$ cat src/rtl/gpp_pkg.sv
// ----------------------------------------------------------------------------
// gpp_pkg -- shared definitions for the instruction fetch path.
//   * Instruction word field positions ([15:10] opcode, [9] register select,
//     [8:0] value/address).
//   * Opcode range constants: HALT = 0, LS = 1..2, BR = 3..9, ALU = 10..63.
//   * Fetch FSM state enum and an opcode classifier used by the fetch FSM.
// ----------------------------------------------------------------------------
package gpp_pkg;

  // Instruction word fields
  localparam int OPC_MSB    = 15;
  localparam int OPC_LSB    = 10;
  localparam int OPC_W      = OPC_MSB - OPC_LSB + 1;
  localparam int REGSEL_BIT = 9;
  localparam int VAL_MSB    = 8;
  localparam int VAL_LSB    = 0;

  // Opcode ranges
  localparam logic [OPC_W-1:0] OPC_HALT    = 6'd0;
  localparam logic [OPC_W-1:0] OPC_LS_MIN  = 6'd1;
  localparam logic [OPC_W-1:0] OPC_LS_MAX  = 6'd2;
  localparam logic [OPC_W-1:0] OPC_BR_MIN  = 6'd3;
  localparam logic [OPC_W-1:0] OPC_BR_MAX  = 6'd9;
  localparam logic [OPC_W-1:0] OPC_ALU_MIN = 6'd10;

  // Fetch FSM states
  typedef enum logic [2:0] {
    ST_IDLE    = 3'd0,
    ST_REQ     = 3'd1,
    ST_WAIT    = 3'd2,
    ST_PRESENT = 3'd3,
    ST_BRWAIT  = 3'd4,
    ST_HALT    = 3'd5
  } fetch_state_t;

  // Opcode classes as seen by the fetch unit
  typedef enum logic [1:0] {
    OPK_HALT = 2'd0,
    OPK_LS   = 2'd1,
    OPK_BR   = 2'd2,
    OPK_ALU  = 2'd3
  } opc_kind_t;

  function automatic opc_kind_t opc_kind(input logic [OPC_W-1:0] opc);
    if (opc == OPC_HALT)
      return OPK_HALT;
    else if (opc >= OPC_BR_MIN && opc <= OPC_BR_MAX)
      return OPK_BR;
    else if (opc >= OPC_ALU_MIN)
      return OPK_ALU;
    else
      return OPK_LS;
  endfunction

endpackage

$ cat src/rtl/ifetch_pc.sv
// ----------------------------------------------------------------------------
// ifetch_pc -- program counter register for the fetch unit.
//   Load has priority over increment; increment wraps modulo 2^ADDR_W.
// Ports:
//   clk        in   clock, rising edge
//   rst        in   asynchronous reset, active low (clears PC to 0)
//   i_load     in   load i_load_val into the PC
//   i_load_val in   value to load
//   i_inc      in   advance PC by one (wrapping)
//   o_pc       out  current PC
// ----------------------------------------------------------------------------
module ifetch_pc #(
  parameter int ADDR_W = 9
) (
  input  logic              clk,
  input  logic              rst,
  input  logic              i_load,
  input  logic [ADDR_W-1:0] i_load_val,
  input  logic              i_inc,
  output logic [ADDR_W-1:0] o_pc
);

  logic [ADDR_W-1:0] r_pc;

  always_ff @(posedge clk or negedge rst) begin
    if (!rst)
      r_pc <= '0;
    else if (i_load)
      r_pc <= i_load_val;
    else if (i_inc)
      r_pc <= r_pc + ADDR_W'(1);  // natural overflow gives the wrap
  end

  assign o_pc = r_pc;

endmodule

$ cat src/rtl/ifetch.sv
// ----------------------------------------------------------------------------
// ifetch -- instruction fetch unit.
//   Fetches one word per instruction from a program memory with one cycle
//   read latency, presents it to the decoder (read_line/line_data/pc), and
//   follows halt / branch resolution.  Non-branch throughput is one
//   instruction every 3 cycles (REQ -> WAIT -> PRESENT).
//
// Optional feature: define IFETCH_COUNT_EN to build the saturating issued-
//   instruction counter on instr_count; otherwise instr_count is tied to 0.
//
// Ports:
//   clk           in   clock, rising edge
//   rst           in   asynchronous reset, active low
//   start         in   begin fetching at address 0 (accepted in IDLE/HALT)
//   stall         in   hold the presented instruction
//   branch_valid  in   branch outcome resolved (used only in BRWAIT)
//   branch_taken  in   1: jump to branch_addr, 0: fall through to pc+1
//   branch_addr   in   branch target
//   mem_rd_en     out  program memory read strobe (REQ only)
//   mem_addr      out  program memory read address
//   mem_data      in   read data, valid the cycle after the strobe
//   read_line     out  line_data valid to the decoder
//   line_data     out  fetched instruction word
//   pc            out  address of the word in line_data
//   halted        out  fetch stopped on a HALT opcode
//   instr_count   out  issued-instruction count (see IFETCH_COUNT_EN)
// ----------------------------------------------------------------------------
module ifetch
  import gpp_pkg::*;
#(
  parameter int ADDR_W = 9,
  parameter int DATA_W = 16
) (
  input  logic              clk,
  input  logic              rst,
  input  logic              start,
  input  logic              stall,
  input  logic              branch_valid,
  input  logic              branch_taken,
  input  logic [ADDR_W-1:0] branch_addr,
  output logic              mem_rd_en,
  output logic [ADDR_W-1:0] mem_addr,
  input  logic [DATA_W-1:0] mem_data,
  output logic              read_line,
  output logic [DATA_W-1:0] line_data,
  output logic [ADDR_W-1:0] pc,
  output logic              halted,
  output logic [15:0]       instr_count
);

  fetch_state_t      r_state;
  fetch_state_t      w_next;
  logic [DATA_W-1:0] r_line;
  logic [ADDR_W-1:0] w_pc;
  logic              w_pc_load;
  logic [ADDR_W-1:0] w_pc_load_val;
  logic              w_pc_inc;
  opc_kind_t         w_kind;

  assign w_kind = opc_kind(r_line[OPC_MSB:OPC_LSB]);

  // --------------------------------------------------------------------------
  // Next-state and PC control
  // --------------------------------------------------------------------------
  always_comb begin
    w_next        = r_state;
    w_pc_load     = 1'b0;
    w_pc_load_val = '0;
    w_pc_inc      = 1'b0;
    case (r_state)
      ST_IDLE, ST_HALT: begin
        if (start) begin
          w_pc_load = 1'b1;  // restart always at address 0
          w_next    = ST_REQ;
        end
      end
      ST_REQ:  w_next = ST_WAIT;
      ST_WAIT: w_next = ST_PRESENT;
      ST_PRESENT: begin
        if (!stall) begin
          case (w_kind)
            OPK_HALT: w_next = ST_HALT;
            OPK_BR:   w_next = ST_BRWAIT;
            default: begin
              w_pc_inc = 1'b1;
              w_next   = ST_REQ;
            end
          endcase
        end
      end
      ST_BRWAIT: begin
        if (branch_valid) begin
          if (branch_taken) begin
            w_pc_load     = 1'b1;
            w_pc_load_val = branch_addr;
          end else begin
            w_pc_inc = 1'b1;
          end
          w_next = ST_REQ;
        end
      end
      default: w_next = ST_IDLE;
    endcase
  end

  always_ff @(posedge clk or negedge rst) begin
    if (!rst)
      r_state <= ST_IDLE;
    else
      r_state <= w_next;
  end

  // Capture the word returned for the strobe issued in REQ.
  always_ff @(posedge clk or negedge rst) begin
    if (!rst)
      r_line <= '0;
    else if (r_state == ST_WAIT)
      r_line <= mem_data;
  end

  ifetch_pc #(
    .ADDR_W (ADDR_W)
  ) u_pc (
    .clk        (clk),
    .rst        (rst),
    .i_load     (w_pc_load),
    .i_load_val (w_pc_load_val),
    .i_inc      (w_pc_inc),
    .o_pc       (w_pc)
  );

  // --------------------------------------------------------------------------
  // Outputs
  // --------------------------------------------------------------------------
  assign mem_rd_en = (r_state == ST_REQ);
  assign mem_addr  = w_pc;
  assign read_line = (r_state == ST_PRESENT) && !stall;
  assign line_data = r_line;
  assign pc        = w_pc;
  assign halted    = (r_state == ST_HALT);

`ifdef IFETCH_COUNT_EN
  logic [15:0] r_instr_count;
  logic        w_start_acc;

  // Only a start that actually restarts the fetch clears the count.
  assign w_start_acc = start && ((r_state == ST_IDLE) || (r_state == ST_HALT));

  always_ff @(posedge clk or negedge rst) begin
    if (!rst)
      r_instr_count <= '0;
    else if (w_start_acc)
      r_instr_count <= '0;
    else if (read_line && (r_instr_count != 16'hFFFF))
      r_instr_count <= r_instr_count + 16'd1;
  end

  assign instr_count = r_instr_count;
`else
  assign instr_count = 16'h0000;
`endif

endmodule

$ cat config.mk
export PLATFORM = sky130hd
export DESIGN_NAME = ifetch
export DESIGN_NICKNAME = d
export VERILOG_FILES = /design/src/rtl/gpp_pkg.sv /design/src/rtl/ifetch_pc.sv /design/src/rtl/ifetch.sv
export SDC_FILE = /design/constraint.sdc
export NUM_CORES = 1
export LEC_CHECK = 0
export ABC_AREA = 0
export CORE_MARGIN = 3
export CORE_UTILIZATION = 43
export CTS_CLUSTER_DIAMETER = 60
export DETAILED_ROUTE_END_ITERATION = 8
export GPL_TIMING_DRIVEN = 0
export PLACE_DENSITY = 0.9
export SLEW_MARGIN = 10
export SYNTH_ARGS = -nofsm -noshare
export SYNTH_HDL_FRONTEND = slang
export SYNTH_HIERARCHICAL = 1
export SYNTH_SLANG_ARGS = --single-unit
export TNS_END_PERCENT = 1
$ cat constraint.sdc
create_clock -name clk -period 6.7 [get_ports clk]
set_clock_uncertainty 0.1 [all_clocks]
set_input_delay 0.67 -clock clk [delete_from_list [all_inputs] [get_ports clk]]
set_output_delay 0.67 -clock clk [all_outputs]
set_load 0.01 [all_outputs]
### After elaboration in Yosys (flattened, before gate mapping)

Index checks and enable logic that the tools add are counted.

| word-level totals | value |
|---|---|
| flip-flop bits (word level) | 28 |
| bits of input ports | 31 |

| cells by class | value |
|---|---|
| add/subtract/negate cells | 1 |
| order comparisons | 3 |
| eq/ne operators | 9 |
| mux-type cells | 22 |
| reductions and logical operators | 10 |

Operators with widths:

| kind | number |
|---|---|
| 2-to-1 mux 9 bit | 5 |
| case mux 3 bit (5 select lines) | 1 |
| adder 9 x 1 -> 9 bit (second input constant) | 1 |
| 2-to-1 mux 3 bit | 3 |
| 2-to-1 mux 1 bit | 7 |
| equality test 3 x 2 -> 1 bit (second input constant) | 2 |
| equality test 3 bit (second input constant) | 2 |
| greater-or-equal comparator 6 x 2 -> 1 bit (second input constant) | 1 |
| greater-or-equal comparator 6 x 4 -> 1 bit (second input constant) | 1 |
| less-or-equal comparator 6 x 4 -> 1 bit (second input constant) | 1 |
| zero test 6 bit | 1 |
| 2-to-1 mux 2 bit | 3 |
| != test 2 bit (second input constant) | 3 |
| case mux 3 bit (2 select lines) | 1 |
| case mux 1 bit (2 select lines) | 2 |
| OR reduction 2 bit | 2 |
| equality test 3 x 1 -> 1 bit (second input constant) | 1 |
| zero test 3 bit | 1 |
| AND reduction 3 bit | 1 |
| equality test 2 bit (second input constant) | 1 |
| logical AND 1 bit | 2 |
| zero test 2 bit | 1 |
| nonzero test 2 bit | 1 |
| zero test 1 bit | 1 |

### Longest topological paths before layout

| depth | value |
|---|---|
| depth after elaboration | 11 |
| depth in mapped cells | 9 |
| mapped depth without buffers | 7 |

### Modules after synthesis

Netlist, hierarchy kept.

By module, submodules not included:

| module | instances | cells each | area each (um2) |
|---|---|---|---|
| ifetch | 1 | 108 | 1146.1 |
| ifetch_pc | 1 | 56 | 514.2 |

### Least setup slack after synthesis

No wires, ideal clock.

| timing | value |
|---|---|
| kind | input to register |
| start point | input port branch_valid |
| end point | register u_pc.r_pc[6] (netlist: u_pc/o_pc[6]) |
| setup time | 0.069 ns |
| data arrival time | 2.103 ns |
| slack | 4.429 ns |
| stages | 7 |
| buffers on the path | 2 |
| cells stage by stage | nor2b_1 -> and3_1 -> clkbuf_1 -> a31o_2 -> clkbuf_1 -> or4_1 -> nand3_1 |

| on the way | value |
|---|---|
| longest elaborated chain between the ends | 3 |

Ends and longest elaborated chain:

| what | line | source |
|---|---|---|
| start, declared | ifetch.sv:38 | `input logic branch_valid,` |
| 2-to-1 mux 1 bit (*) | ifetch.sv:92 | `if (branch_valid) begin` |
| case mux 1 bit (2 select lines) (*) | ifetch.sv:70 | `case (r_state)` |
| via w_pc_load | ifetch.sv:55 | `logic w_pc_load;` |
| 2-to-1 mux 9 bit / nonzero test 2 bit (equally long branches) | -- |  |
| end signal, assigned | ifetch_pc.sv:29 | `r_pc <= i_load_val;` |
| end signal, assigned | ifetch_pc.sv:31 | `r_pc <= r_pc + ADDR_W'(1);` |
| end, declared | ifetch_pc.sv:23 | `logic [ADDR_W-1:0] r_pc;` |

The timed path passes the listed nets; every way through them passes the cells marked *.
A chain may end at the register's enable or synchronous reset.

### Worst setup path in the final report

| timing | value |
|---|---|
| start point | input port stall |
| end point | output port read_line |

| on the way | value |
|---|---|
| longest elaborated chain between the ends | 2 |

Ends and longest elaborated chain:

| what | line | source |
|---|---|---|
| start, declared | ifetch.sv:37 | `input logic stall,` |
| zero test 1 bit | ifetch.sv:137 | `assign read_line = (r_state == ST_PRESENT) && !stall;` |
| logical AND 1 bit | ifetch.sv:137 |  |
| end, declared | ifetch.sv:44 | `output logic read_line,` |

No other way between the ends.

==> results.md <==
* WL/cell at roughly 14 µm
* Longest Clk Path Bufs at 2
* Number of synthesized flops with an enable pin at 0
* Layout area overhead at 50.3%
* R2r setup slk at 4.21 ns
* DRC Markers at 0
* Initial Utilization at 47.2%
* Global placement routability congestion at 0.870
* First-pass GRT wire length at between 6000 and 7000 µm
* Die area at ~4600 µm²
* Critical Path Max Stage Delay at around 0.54 ns
* Worst-path cell chain: clkdlybuf4s50_1 > or3_1 > inv_1 > clkdlybuf4s50_1
* WL final at 4070 µm
* Largest net degree at the start of global routing at 29
* Achievable Freq at approximately 340 MHz
* Root Driver: clkbuf_8
* Nets at ~280
* VDD IR max at between 0.0002 and 0.00025 V
* Dpl cell area at ~2400 µm²
* Seq cells post-synth at 28
* GR Util met3 at 2.63%
* Clock Power Share at between 10% and 20%
* Post-route cell area at 2490 µm²
* Crit-path slowest cell: clkdlybuf4s50_1
* GRT Total Usage at 18.4%
* CP bufs+invs at 3
* Reg2reg path depth at 8
* Final setup vio count at 0
* Number of global-route vias before repair at roughly 1300
* Post-layout util at 70.9%
* Clock transition at path regs at 0.10 ns
* DRT Pass-1 Iters at 5
* Post-synth top flop: dfrtp_1
* GR met1 Demand/Resource at between 20% and 30%
* Tcrit/Tclk final at a little over two fifths
* Hold-fix buffers, CTS at 0
* Logic pwr share at 54.0%
* Cell leakage power at 1.11 nW
* Ys async rst share at 100%
* CTS resizes at 0
* Final Hold Vio Count at 0
* Initial drt markers at 66
* CP required at a little under 6 ns
* Synth warn at 6
* Layout cell share with drive strength beyond 1 at between 20% and 30%
* Crit path DAT at 2.15 ns
* Post-synth top cells: dfrtp_1 (28), buf_4 (25), mux2_2 (16)
* Avg Cell Area, Syn at about 10 µm²
* Sequential-to-total area share from yosys stat at between 40% and 50%
* Final ANT Viol Nets at 0
* Met2 Usage GRT at around a third
* Startpoint Class: primary input
* Ant diodes at 0
* # H-tree levels at 1
* Worst setup EP type: primary output
* Die Width at a little under 70 µm
* Detailed placement HPWL at between 3000 and 4000 µm
* Post-Synthesis Cells at 164
* Tmin final at between 2 and 3 ns
* Setup TNS Final at 0 ns
* Worst-Skew Late Latency at about 0.28 ns
* Post-synth top area share at 42.2%
* Syn Std Cell Area at about 1700 µm²
* Reg2reg end: u_pc/o_pc[6]
* RSZ-0062 raised after global routing: no
* Worst path most repeated cell: clkdlybuf4s50_1
* Detailed-route via count at between 1000 and 1500
* Die Y-Extent at 68.1 µm
* # fillers at between 200 and 300
* Sw frac at between 30% and 40%
* Rel. slew slack at between 50 and 60%
* Synth unique cells at 37
* Psw at roughly 0.31 mW
* CP top delay family: buffers and inverters
* Post-CTS Setup Inserts at 0
* Initial antenna violation count at 0
* Power Internal at just under 0.6 mW
* Clock sinks at 28
* Worst hold-check path type: primary input to async pin
* Port bufs at 67
* Slew @ Worst Pin at ~0.6 ns
* Grt ovf at 0
* Outcome: finished, final reports clean
* Register Area at ~700 µm²
* Area taken by multi-input logic gates at 762 µm²
* Top post-synthesis cells by area: dfrtp_1 (42%), buf_4 (11%), mux2_2 (11%)
* Drt via density at between 4 and 5
* TritonCTS clock tree: done
* I/O pin count at 84
* Sequential power share at around a third
* Max-cap check violation count at 0
* Crit path max fanout at 3
* Setup CP Type: primary input to primary output
* Site row count at 21
* Core area at roughly 3500 µm²
* Slew Limit Fails at 0
* Power per cell area at ~360 nW/µm²
* Worst r2r src: r_state[2]
* Busiest grt layer: met2
* Yosys top cell by area: dfrtp_1
* Most common cell in the netlist: dfrtp_1
* TritonCTS buffer count at 3
power by group through the flow:
| stage | clock, mW | sequential (mW) | combinational (mW) |
|---|---|---|---|
| 2_1_floorplan | 0 | 0.328 | 0.237 |
| 4_1_cts | 0.109 | 0.306 | 0.489 |
| 3_3_place_gp | 0 | 0.305 | 0.473 |
| 6_report | 0.105 | 0.307 | 0.484 |
| 3_5_place_dp | 0 | 0.310 | 0.484 |
| 5_1_grt | 0.115 | 0.318 | 0.520 |
sequential cells by signal, summed over array words and instances (netlist names):
register and cells:
line_data 16, u_pc/o_pc 9, r_state 3
routing by layer:
metal  up-vias  share of wire [%]
met2        62                 54
li1        695                  -
met5         -                  0
met3         8                7.1
met1       676                 37
met4         0                1.9
cells in the final DEF (no fill, tap or decap), types with 3 or more instances in the layout:
cell type         n
clkdlybuf4s50_1  66
dfrtp_1          28
buf_4            25
mux2_2           16
conb_1           16
nand2_1          15
and2_1            9
o21ai_0           8
nor2b_1           6
o21ai_1           5
clkbuf_8          4
or4_1             4
nand3_1           4
nand4_1           4
a21oi_1           3
nor3_1            3
buf_2             3
nor2_1            3
xor2_1            3
worst max-delay path by stage:
| stage | start | end | slack, ns | cells past startpoint |
|---|---|---|---|---|
| detailed placement | branch_valid | u_pc/o_pc[1] | 3.68 | 9 |
| global route | branch_valid | u_pc/o_pc[1] | 3.67 | 9 |
| CTS | stall | read_line | 3.79 | 4 |
| floorplan | branch_valid | u_pc/o_pc[6] | 4.43 | 7 |
| global placement | branch_valid | u_pc/o_pc[1] | 3.71 | 9 |
| finish | stall | read_line | 3.78 | 4 |
metrics by stage:
step	cells	setup slack, ns	power, mW	hold slack, ns
after floorplan	179	4.43	0.565	0.274
after global placement	292	3.71	0.778	0.389
after detailed placement	292	3.68	0.794	0.395
after CTS	296	3.79	0.904	0.318
after global routing	296	3.67	0.953	0.332
final	296	3.78	0.896	0.293
area by class of cell:
cell class / instances / share of cell area (%)
multi-input cells: 116 / 30.5
plain buffers: 32 / 9.73
clock buffers: 4 / 2.21
repair buffers: 67 / 26.7
flip-flops and latches: 28 / 28.1
well taps: 46 / 2.31
inverters: 3 / 0.451
kinds of logic (layout without fill, tap and decap cells):
family	after synthesis	count (layout)	share of synthesized area [%]
xor+xnor	5	5	2.64
fa+ha+maj	1	1	0.753
compound gates	22	22	7.84
other cells	1	16	0.226
mux	17	17	11.5
buf+inv	35	106	15.3
simple gates	55	55	19.6
flops	28	28	42.2
(Power assumes the default switching activity.)
